[config.mk]
export PLATFORM = sky130hd
export DESIGN_NAME = trap_peak_detector
export DESIGN_NICKNAME = d
export VERILOG_FILES = /design/src/rtl/trap_peak_detector_pkg.sv /design/src/rtl/trap_peak_detector_event_buffer.sv /design/src/rtl/trap_peak_detector.sv
export SDC_FILE = /design/constraint.sdc
export NUM_CORES = 1
export LEC_CHECK = 0
export ABC_AREA = 1
export CORE_MARGIN = 10
export CORE_UTILIZATION = 35
export DETAILED_ROUTE_END_ITERATION = 8
export PLACE_DENSITY = 0.54
export SKIP_LAST_GASP = 1
export SYNTH_ARGS = -nofsm -noshare
export SYNTH_HDL_FRONTEND = slang
export SYNTH_SLANG_ARGS = --single-unit
export TNS_END_PERCENT = 10
[constraint.sdc]
create_clock -name clk -period 3.2 [get_ports clk]
set_clock_uncertainty 0.1 [all_clocks]
set_input_delay 0.64 -clock clk [delete_from_list [all_inputs] [get_ports clk]]
set_output_delay 0.64 -clock clk [all_outputs]
set_load 0.005 [all_outputs]
[src/rtl/trap_peak_detector_pkg.sv]
// Shared settings for the trapezoid peak detector: default widths, holdoff length,
// FSM state encoding and a small saturating-counter helper.
package package_settings_V1;

  localparam int SIZE_OUT_DATA  = 16;
  localparam int TS_WIDTH       = 32;
  localparam int HOLDOFF_CYCLES = 8;
  localparam int WIDTH_BITS     = 8;

  typedef enum logic [1:0] {
    IDLE    = 2'd0,
    ARMED   = 2'd1,
    HOLDOFF = 2'd2
  } state_t;

  function automatic logic [15:0] sat_inc16(input logic [15:0] value);
    logic [15:0] result;
    if (value == 16'hFFFF) begin
      result = value;
    end else begin
      result = value + 16'd1;
    end
    return result;
  endfunction

endpackage

[src/rtl/trap_peak_detector_event_buffer.sv]
// Output event register with valid/ready handshake; events arriving while an
// untransferred event is held are discarded and counted.
module trap_event_buffer #(
  parameter int SIZE_OUT_DATA = package_settings_V1::SIZE_OUT_DATA,
  parameter int TS_WIDTH      = package_settings_V1::TS_WIDTH,
  parameter int WIDTH_BITS    = package_settings_V1::WIDTH_BITS
) (
  input  logic                            clk,
  input  logic                            reset,
  input  logic                            emit,
  input  logic signed [SIZE_OUT_DATA-1:0] emit_amp,
  input  logic [TS_WIDTH-1:0]             emit_ts,
  input  logic [WIDTH_BITS-1:0]           emit_width,
  input  logic                            emit_pileup,
  input  logic                            ev_ready,
  output logic                            ev_valid,
  output logic signed [SIZE_OUT_DATA-1:0] ev_amp,
  output logic [TS_WIDTH-1:0]             ev_time,
  output logic [WIDTH_BITS-1:0]           ev_width,
  output logic                            ev_pileup,
  output logic [15:0]                     drop_cnt
);
  import package_settings_V1::*;

  logic xfer_s;
  logic load_s;
  logic drop_s;

  // A new event may overwrite the register only if it is empty or emptying on this edge.
  always_comb begin
    xfer_s = ev_valid & ev_ready;
    load_s = 1'b0;
    drop_s = 1'b0;
    if (emit) begin
      if (!ev_valid || xfer_s) begin
        load_s = 1'b1;
      end else begin
        drop_s = 1'b1;
      end
    end else begin
      load_s = 1'b0;
      drop_s = 1'b0;
    end
  end

  // Event payload, valid flag and drop counter.
  always_ff @(posedge clk) begin
    if (!reset) begin
      ev_valid  <= 1'b0;
      ev_amp    <= '0;
      ev_time   <= '0;
      ev_width  <= '0;
      ev_pileup <= 1'b0;
      drop_cnt  <= 16'd0;
    end else begin
      if (load_s) begin
        ev_valid  <= 1'b1;
        ev_amp    <= emit_amp;
        ev_time   <= emit_ts;
        ev_width  <= emit_width;
        ev_pileup <= emit_pileup;
      end else if (xfer_s) begin
        ev_valid <= 1'b0;
      end
      if (drop_s) begin
        drop_cnt <= sat_inc16(drop_cnt);
      end
    end
  end

endmodule

[src/rtl/trap_peak_detector.sv]
// Peak detector for trapezoid-shaped pulses: tracks the first maximum above a
// latched threshold, measures pulse width and flags pile-up inside the dead time.
module trap_peak_detector #(
  parameter int SIZE_OUT_DATA  = package_settings_V1::SIZE_OUT_DATA,
  parameter int TS_WIDTH       = package_settings_V1::TS_WIDTH,
  parameter int HOLDOFF_CYCLES = package_settings_V1::HOLDOFF_CYCLES,
  parameter int WIDTH_BITS     = package_settings_V1::WIDTH_BITS
) (
  input  logic                            clk,
  input  logic                            reset,
  input  logic signed [SIZE_OUT_DATA-1:0] trap_data,
  input  logic signed [SIZE_OUT_DATA-1:0] threshold,
  input  logic                            ev_ready,
  output logic                            ev_valid,
  output logic signed [SIZE_OUT_DATA-1:0] ev_amp,
  output logic [TS_WIDTH-1:0]             ev_time,
  output logic [WIDTH_BITS-1:0]           ev_width,
  output logic                            ev_pileup,
  output logic [15:0]                     drop_cnt,
  output logic                            busy
);
  import package_settings_V1::*;

  localparam int HC_W = (HOLDOFF_CYCLES > 1) ? $clog2(HOLDOFF_CYCLES) : 1;

  logic [TS_WIDTH-1:0]             ts_r;
  logic signed [SIZE_OUT_DATA-1:0] sample_r;
  logic [TS_WIDTH-1:0]             sample_ts_r;

  state_t                          state_r, state_nxt_s;
  logic signed [SIZE_OUT_DATA-1:0] thr_r, thr_nxt_s;
  logic signed [SIZE_OUT_DATA-1:0] max_r, max_nxt_s;
  logic [TS_WIDTH-1:0]             peak_ts_r, peak_ts_nxt_s;
  logic [WIDTH_BITS-1:0]           width_r, width_nxt_s;
  logic [HC_W-1:0]                 hold_cnt_r, hold_cnt_nxt_s;
  logic                            pend_r, pend_nxt_s;
  logic                            busy_r;

  logic                            emit_r, emit_nxt_s;
  logic signed [SIZE_OUT_DATA-1:0] emit_amp_r, emit_amp_nxt_s;
  logic [TS_WIDTH-1:0]             emit_ts_r, emit_ts_nxt_s;
  logic [WIDTH_BITS-1:0]           emit_width_r, emit_width_nxt_s;
  logic                            emit_pileup_r, emit_pileup_nxt_s;

  logic above_idle_s;
  logic above_latched_s;
  logic new_max_s;

  assign above_idle_s    = (sample_r > threshold);
  assign above_latched_s = (sample_r > thr_r);
  assign new_max_s       = (sample_r > max_r);
  assign busy            = busy_r;

  // Input sample register paired with the free-running timestamp.
  always_ff @(posedge clk) begin
    if (!reset) begin
      ts_r        <= '0;
      sample_r    <= '0;
      sample_ts_r <= '0;
    end else begin
      ts_r        <= ts_r + TS_WIDTH'(1'b1);
      sample_r    <= trap_data;
      sample_ts_r <= ts_r;
    end
  end

  // Next-state and peak-tracking decisions.
  always_comb begin
    state_nxt_s       = state_r;
    thr_nxt_s         = thr_r;
    max_nxt_s         = max_r;
    peak_ts_nxt_s     = peak_ts_r;
    width_nxt_s       = width_r;
    hold_cnt_nxt_s    = hold_cnt_r;
    pend_nxt_s        = pend_r;
    emit_nxt_s        = 1'b0;
    emit_amp_nxt_s    = emit_amp_r;
    emit_ts_nxt_s     = emit_ts_r;
    emit_width_nxt_s  = emit_width_r;
    emit_pileup_nxt_s = emit_pileup_r;
    case (state_r)
      IDLE: begin
        if (above_idle_s) begin
          state_nxt_s   = ARMED;
          thr_nxt_s     = threshold;
          max_nxt_s     = sample_r;
          peak_ts_nxt_s = sample_ts_r;
          width_nxt_s   = WIDTH_BITS'(1'b1);
        end else begin
          state_nxt_s = IDLE;
        end
      end
      ARMED: begin
        if (above_latched_s) begin
          if (width_r != '1) begin
            width_nxt_s = width_r + WIDTH_BITS'(1'b1);
          end else begin
            width_nxt_s = width_r;
          end
          // Strictly greater: on a flat top the earliest sample keeps the timestamp.
          if (new_max_s) begin
            max_nxt_s     = sample_r;
            peak_ts_nxt_s = sample_ts_r;
          end else begin
            max_nxt_s = max_r;
          end
        end else begin
          state_nxt_s       = HOLDOFF;
          hold_cnt_nxt_s    = HC_W'(HOLDOFF_CYCLES - 1);
          emit_nxt_s        = 1'b1;
          emit_amp_nxt_s    = max_r;
          emit_ts_nxt_s     = peak_ts_r;
          emit_width_nxt_s  = width_r;
          emit_pileup_nxt_s = pend_r;
          pend_nxt_s        = 1'b0;
        end
      end
      HOLDOFF: begin
        if (above_latched_s) begin
          pend_nxt_s = 1'b1;
        end else begin
          pend_nxt_s = pend_r;
        end
        if (hold_cnt_r == '0) begin
          state_nxt_s = IDLE;
        end else begin
          hold_cnt_nxt_s = hold_cnt_r - HC_W'(1'b1);
        end
      end
      default: begin
        state_nxt_s = IDLE;
      end
    endcase
  end

  // FSM and pulse-tracking state.
  always_ff @(posedge clk) begin
    if (!reset) begin
      state_r       <= IDLE;
      thr_r         <= '0;
      max_r         <= '0;
      peak_ts_r     <= '0;
      width_r       <= '0;
      hold_cnt_r    <= '0;
      pend_r        <= 1'b0;
      busy_r        <= 1'b0;
      emit_r        <= 1'b0;
      emit_amp_r    <= '0;
      emit_ts_r     <= '0;
      emit_width_r  <= '0;
      emit_pileup_r <= 1'b0;
    end else begin
      state_r       <= state_nxt_s;
      thr_r         <= thr_nxt_s;
      max_r         <= max_nxt_s;
      peak_ts_r     <= peak_ts_nxt_s;
      width_r       <= width_nxt_s;
      hold_cnt_r    <= hold_cnt_nxt_s;
      pend_r        <= pend_nxt_s;
      busy_r        <= (state_nxt_s != IDLE);
      emit_r        <= emit_nxt_s;
      emit_amp_r    <= emit_amp_nxt_s;
      emit_ts_r     <= emit_ts_nxt_s;
      emit_width_r  <= emit_width_nxt_s;
      emit_pileup_r <= emit_pileup_nxt_s;
    end
  end

  trap_event_buffer #(
    .SIZE_OUT_DATA(SIZE_OUT_DATA),
    .TS_WIDTH     (TS_WIDTH),
    .WIDTH_BITS   (WIDTH_BITS)
  ) u_event_buffer (
    .clk        (clk),
    .reset      (reset),
    .emit       (emit_r),
    .emit_amp   (emit_amp_r),
    .emit_ts    (emit_ts_r),
    .emit_width (emit_width_r),
    .emit_pileup(emit_pileup_r),
    .ev_ready   (ev_ready),
    .ev_valid   (ev_valid),
    .ev_amp     (ev_amp),
    .ev_time    (ev_time),
    .ev_width   (ev_width),
    .ev_pileup  (ev_pileup),
    .drop_cnt   (drop_cnt)
  );

endmodule

==> results.py <==
metrics = {
    "floorplan": {
        "die_area_um2": 42800,
        "die_y_um": 207,
        "ioPinCount": 110,
        "die_x_um": 207,
        "coreArea_um2": 34500,
        "rows": 68,
        "initial_core_util_pct": 35.4,
    },
    "worst_setup_path": {
        "cp.arrival_ps": 3010,
        "critPathCaptureType": "flop",
        "rrSetupSlack_ps": 560,
        "crit_start": "sample_r[13]",
        "crit_path_max_fanout": 27,
        "r2r_start": "sample_r[13]",
        "crit_type": "reg2reg",
        "worst_ep_required_time_ps": 3570,
        "worstSetupStartpointType": "flop",
    },
    "clock_tree": {
        "clk_latency_ps": 580,
        "cts_setup_buffers": 0,
        "cts_resized": 0,
        "cts.clk_slew.worst_paths_ps": 60,
        "cts_buffer_depth": 3,
        "cts_root_buffer": "clkbuf_16",
        "hold_buffers": 0,
        "tritoncts": "done",
        "cts-buffers-inserted": 31,
        "cts_htree_levels": 1,
        "cts_sinks": 291,
    },
    "synthesis": {
        "synth_nets": 1748,
        "syn_area_um2": 12200,
        "synth_top_area_share_pct": 47.6,
        "synth_seq_area_share_pct": 47.6,
        "yosys-top-cells-count": "364 x nor2_1, 291 x dfxtp_1, 235 x nand2_1",
        "synth-seq-cells": 291,
        "synth_area_per_cell_um2": 7.37,
        "ys_top_cells_by_area": "dfxtp_1 48%, nor2_1 11%, nand2_1 7.2%",
        "postSynthCellCount": 1660,
        "synth_most_common_cell": "nor2_1",
        "async_flop_share_pct": 0,
        "yosys_most_used_dff": "dfxtp_1",
        "synth_top_cell_by_area": "dfxtp_1",
        "yosys_warnings": 0,
        "synth-edff-count": 0,
        "ys_types": 37,
    },
    "global_route": {
        "grt_pass1_wl_mm": 47.5,
        "grt_pass1_vias": 9498,
        "grt_max_degree": 86,
        "gr-total-overflow": 0,
        "grt_usage_pct": 13.3,
        "antenna_found_initial": 0,
    },
    "sta": {
        "setup_tns_ps": 0,
        "worstMarginPinSlew_ps": 762,
        "fmax_mhz": 379,
        "relSlewSlack_pct": 49.2,
        "min_period_ps": 2640,
        "rsz0062_at_grt": "false",
        "hold_viol": 0,
        "hold_ws_ps": 254,
        "setup_viol": 0,
        "fin_crit_sh_pct": 82.4,
        "slew_violations": 0,
    },
    "detailed_routing": {
        "dr_wl_met2_mm": 11.4,
        "top_layer": "met4",
        "finalWirelength_mm": 28.3,
        "routedLengthMet1_mm": 15.0,
        "viasPerCell": 4.50,
        "dr.pass1.iters": 4,
        "drc_errors": 0,
        "num_vias": 9983,
        "ant_nets": 0,
        "wl_per_cell_um": 12.8,
        "drt_iter0_markers": 451,
        "dr_wl_met3_mm": 1.54,
    },
    "cells_and_area": {
        "fill_cells": 3616,
        "final_util_pct": 42.8,
        "syn_to_final_growth_pct": 20.8,
        "fin_nets": 1830,
        "diodes": 0,
        "drive_gt1_share_pct": 5.21,
    },
    "job": {
        "drv_cap": 0,
    },
    "pwr": {
        "p_per_area_nw_per_um2": 705,
        "p_leak_nw": 6.45,
        "peakVddDrop_v": 0.000433,
    },
    "status": {
        "status": "finished clean",
    },
    "placed_design": {
        "hpwl_mm": 19.7,
        "io_buffers": 109,
        "place.gp.congestion": 0.799,
    },
    "min_path": {
        "hp-class": "in2reg",
        "min_from": "reset",
    },
}
-- per-stage QoR --
stage                     instances  instance area (um^2)  worst slack (ps)  total power [mW]
after floorplan                1660                 12200               782              6.12
after global placement         2164                 13700               140              6.79
after detailed placement       2164                 13700               124              6.85
after CTS                      2220                 14800               578              10.6
after global routing           2220                 14800               319              11.1
final                          2220                 14800               564              10.4
-- logic make-up after synthesis --
kind of cell               Yosys count  synth area share (%)
AOI/OAI and AO/OA                  238                  9.96
xor gates and xnor gates             8                 0.573
adders and majority gates           53                  5.42
buffers and inverters              316                  10.3
DFF                                291                  47.6
and+or+nand+nor                    754                  26.1
-- worst max-delay path: stages, from the launching register on --
cell and delay [ps]:
dfxtp_1 480, ha_1 300, nand2_1 70, inv_1 30, nor2_1 90, o21ai_1 70, a21oi_1 170, nand2_1 70
nand2_1 90, nand3_2 110, nand2_4 270, buf_4 360, nand4_1 160, nand2_1 100, nor2_1 50
-- layout make-up --
class | instances | area (um^2) | area share (%)
timing repair buffer | 128 | 1280 | 8.69
tap | 455 | 569 | 3.85
inverter | 237 | 890 | 6.02
clock inverter | 11 | 153 | 1.03
multi-input combinational | 1053 | 5150 | 34.9
clock buffer | 45 | 908 | 6.14
sequential | 291 | 5830 | 39.4
-- where the power goes --
part,switching [mW],internal (mW)
Combinational,1.41,0.935
Clock,1.47,2.21
Sequential,0.268,4.13
Total,3.15,7.27
-- metal layers --
metal | vias to the layer above | track usage (%)
li1 | 5429 | -
met1 | 4357 | 19.1
met2 | 168 | 19.8
met3 | 29 | 2.40
met4 | 0 | 3.88
met5 | - | 0
-- sequential cells by signal, indices dropped and copies added, names as in the netlist, 16 cells and up --
| register | cells |
|---|---|
| emit_amp_r | 16 |
| ts_r | 32 |
| u_event_buffer.ev_amp | 16 |
| sample_r | 16 |
| u_event_buffer.drop_cnt | 16 |
| emit_ts_r | 32 |
| u_event_buffer.ev_time | 32 |
| sample_ts_r | 32 |
| max_r | 16 |
| thr_r | 16 |
| peak_ts_r | 32 |
-- final timing paths --
path	end	cells after the start
max	max_r[10]	14
min	sample_r[12]	3
max reg2reg	max_r[10]	14
min reg2reg	sample_ts_r[1]	2
-- layout by cell type, fill, tap and decap left out, types with 3 or more instances in the layout --
cell type | synthesis | layout
nand4_1 | 60 | 60
clkinv_2 | 0 | 4
clkbuf_8 | 0 | 8
clkbuf_16 | 0 | 31
a21o_1 | 3 | 3
clkdlybuf4s50_1 | 0 | 108
clkbuf_1 | 45 | 6
ha_1 | 53 | 53
inv_2 | 4 | 4
xnor2_1 | 3 | 3
o21ai_0 | 144 | 144
inv_1 | 232 | 232
nand2_1 | 235 | 235
nor2_2 | 4 | 4
bufinv_16 | 0 | 3
clkinvlp_4 | 0 | 3
nor3_1 | 16 | 16
buf_12 | 0 | 4
o21a_1 | 4 | 4
o21ai_1 | 11 | 10
nand3_1 | 56 | 56
nand3_2 | 3 | 3
dfxtp_1 | 291 | 291
xor2_1 | 5 | 5
nor2_1 | 364 | 364
buf_4 | 4 | 15
a21oi_1 | 71 | 71
(Power assumes the default switching activity.)
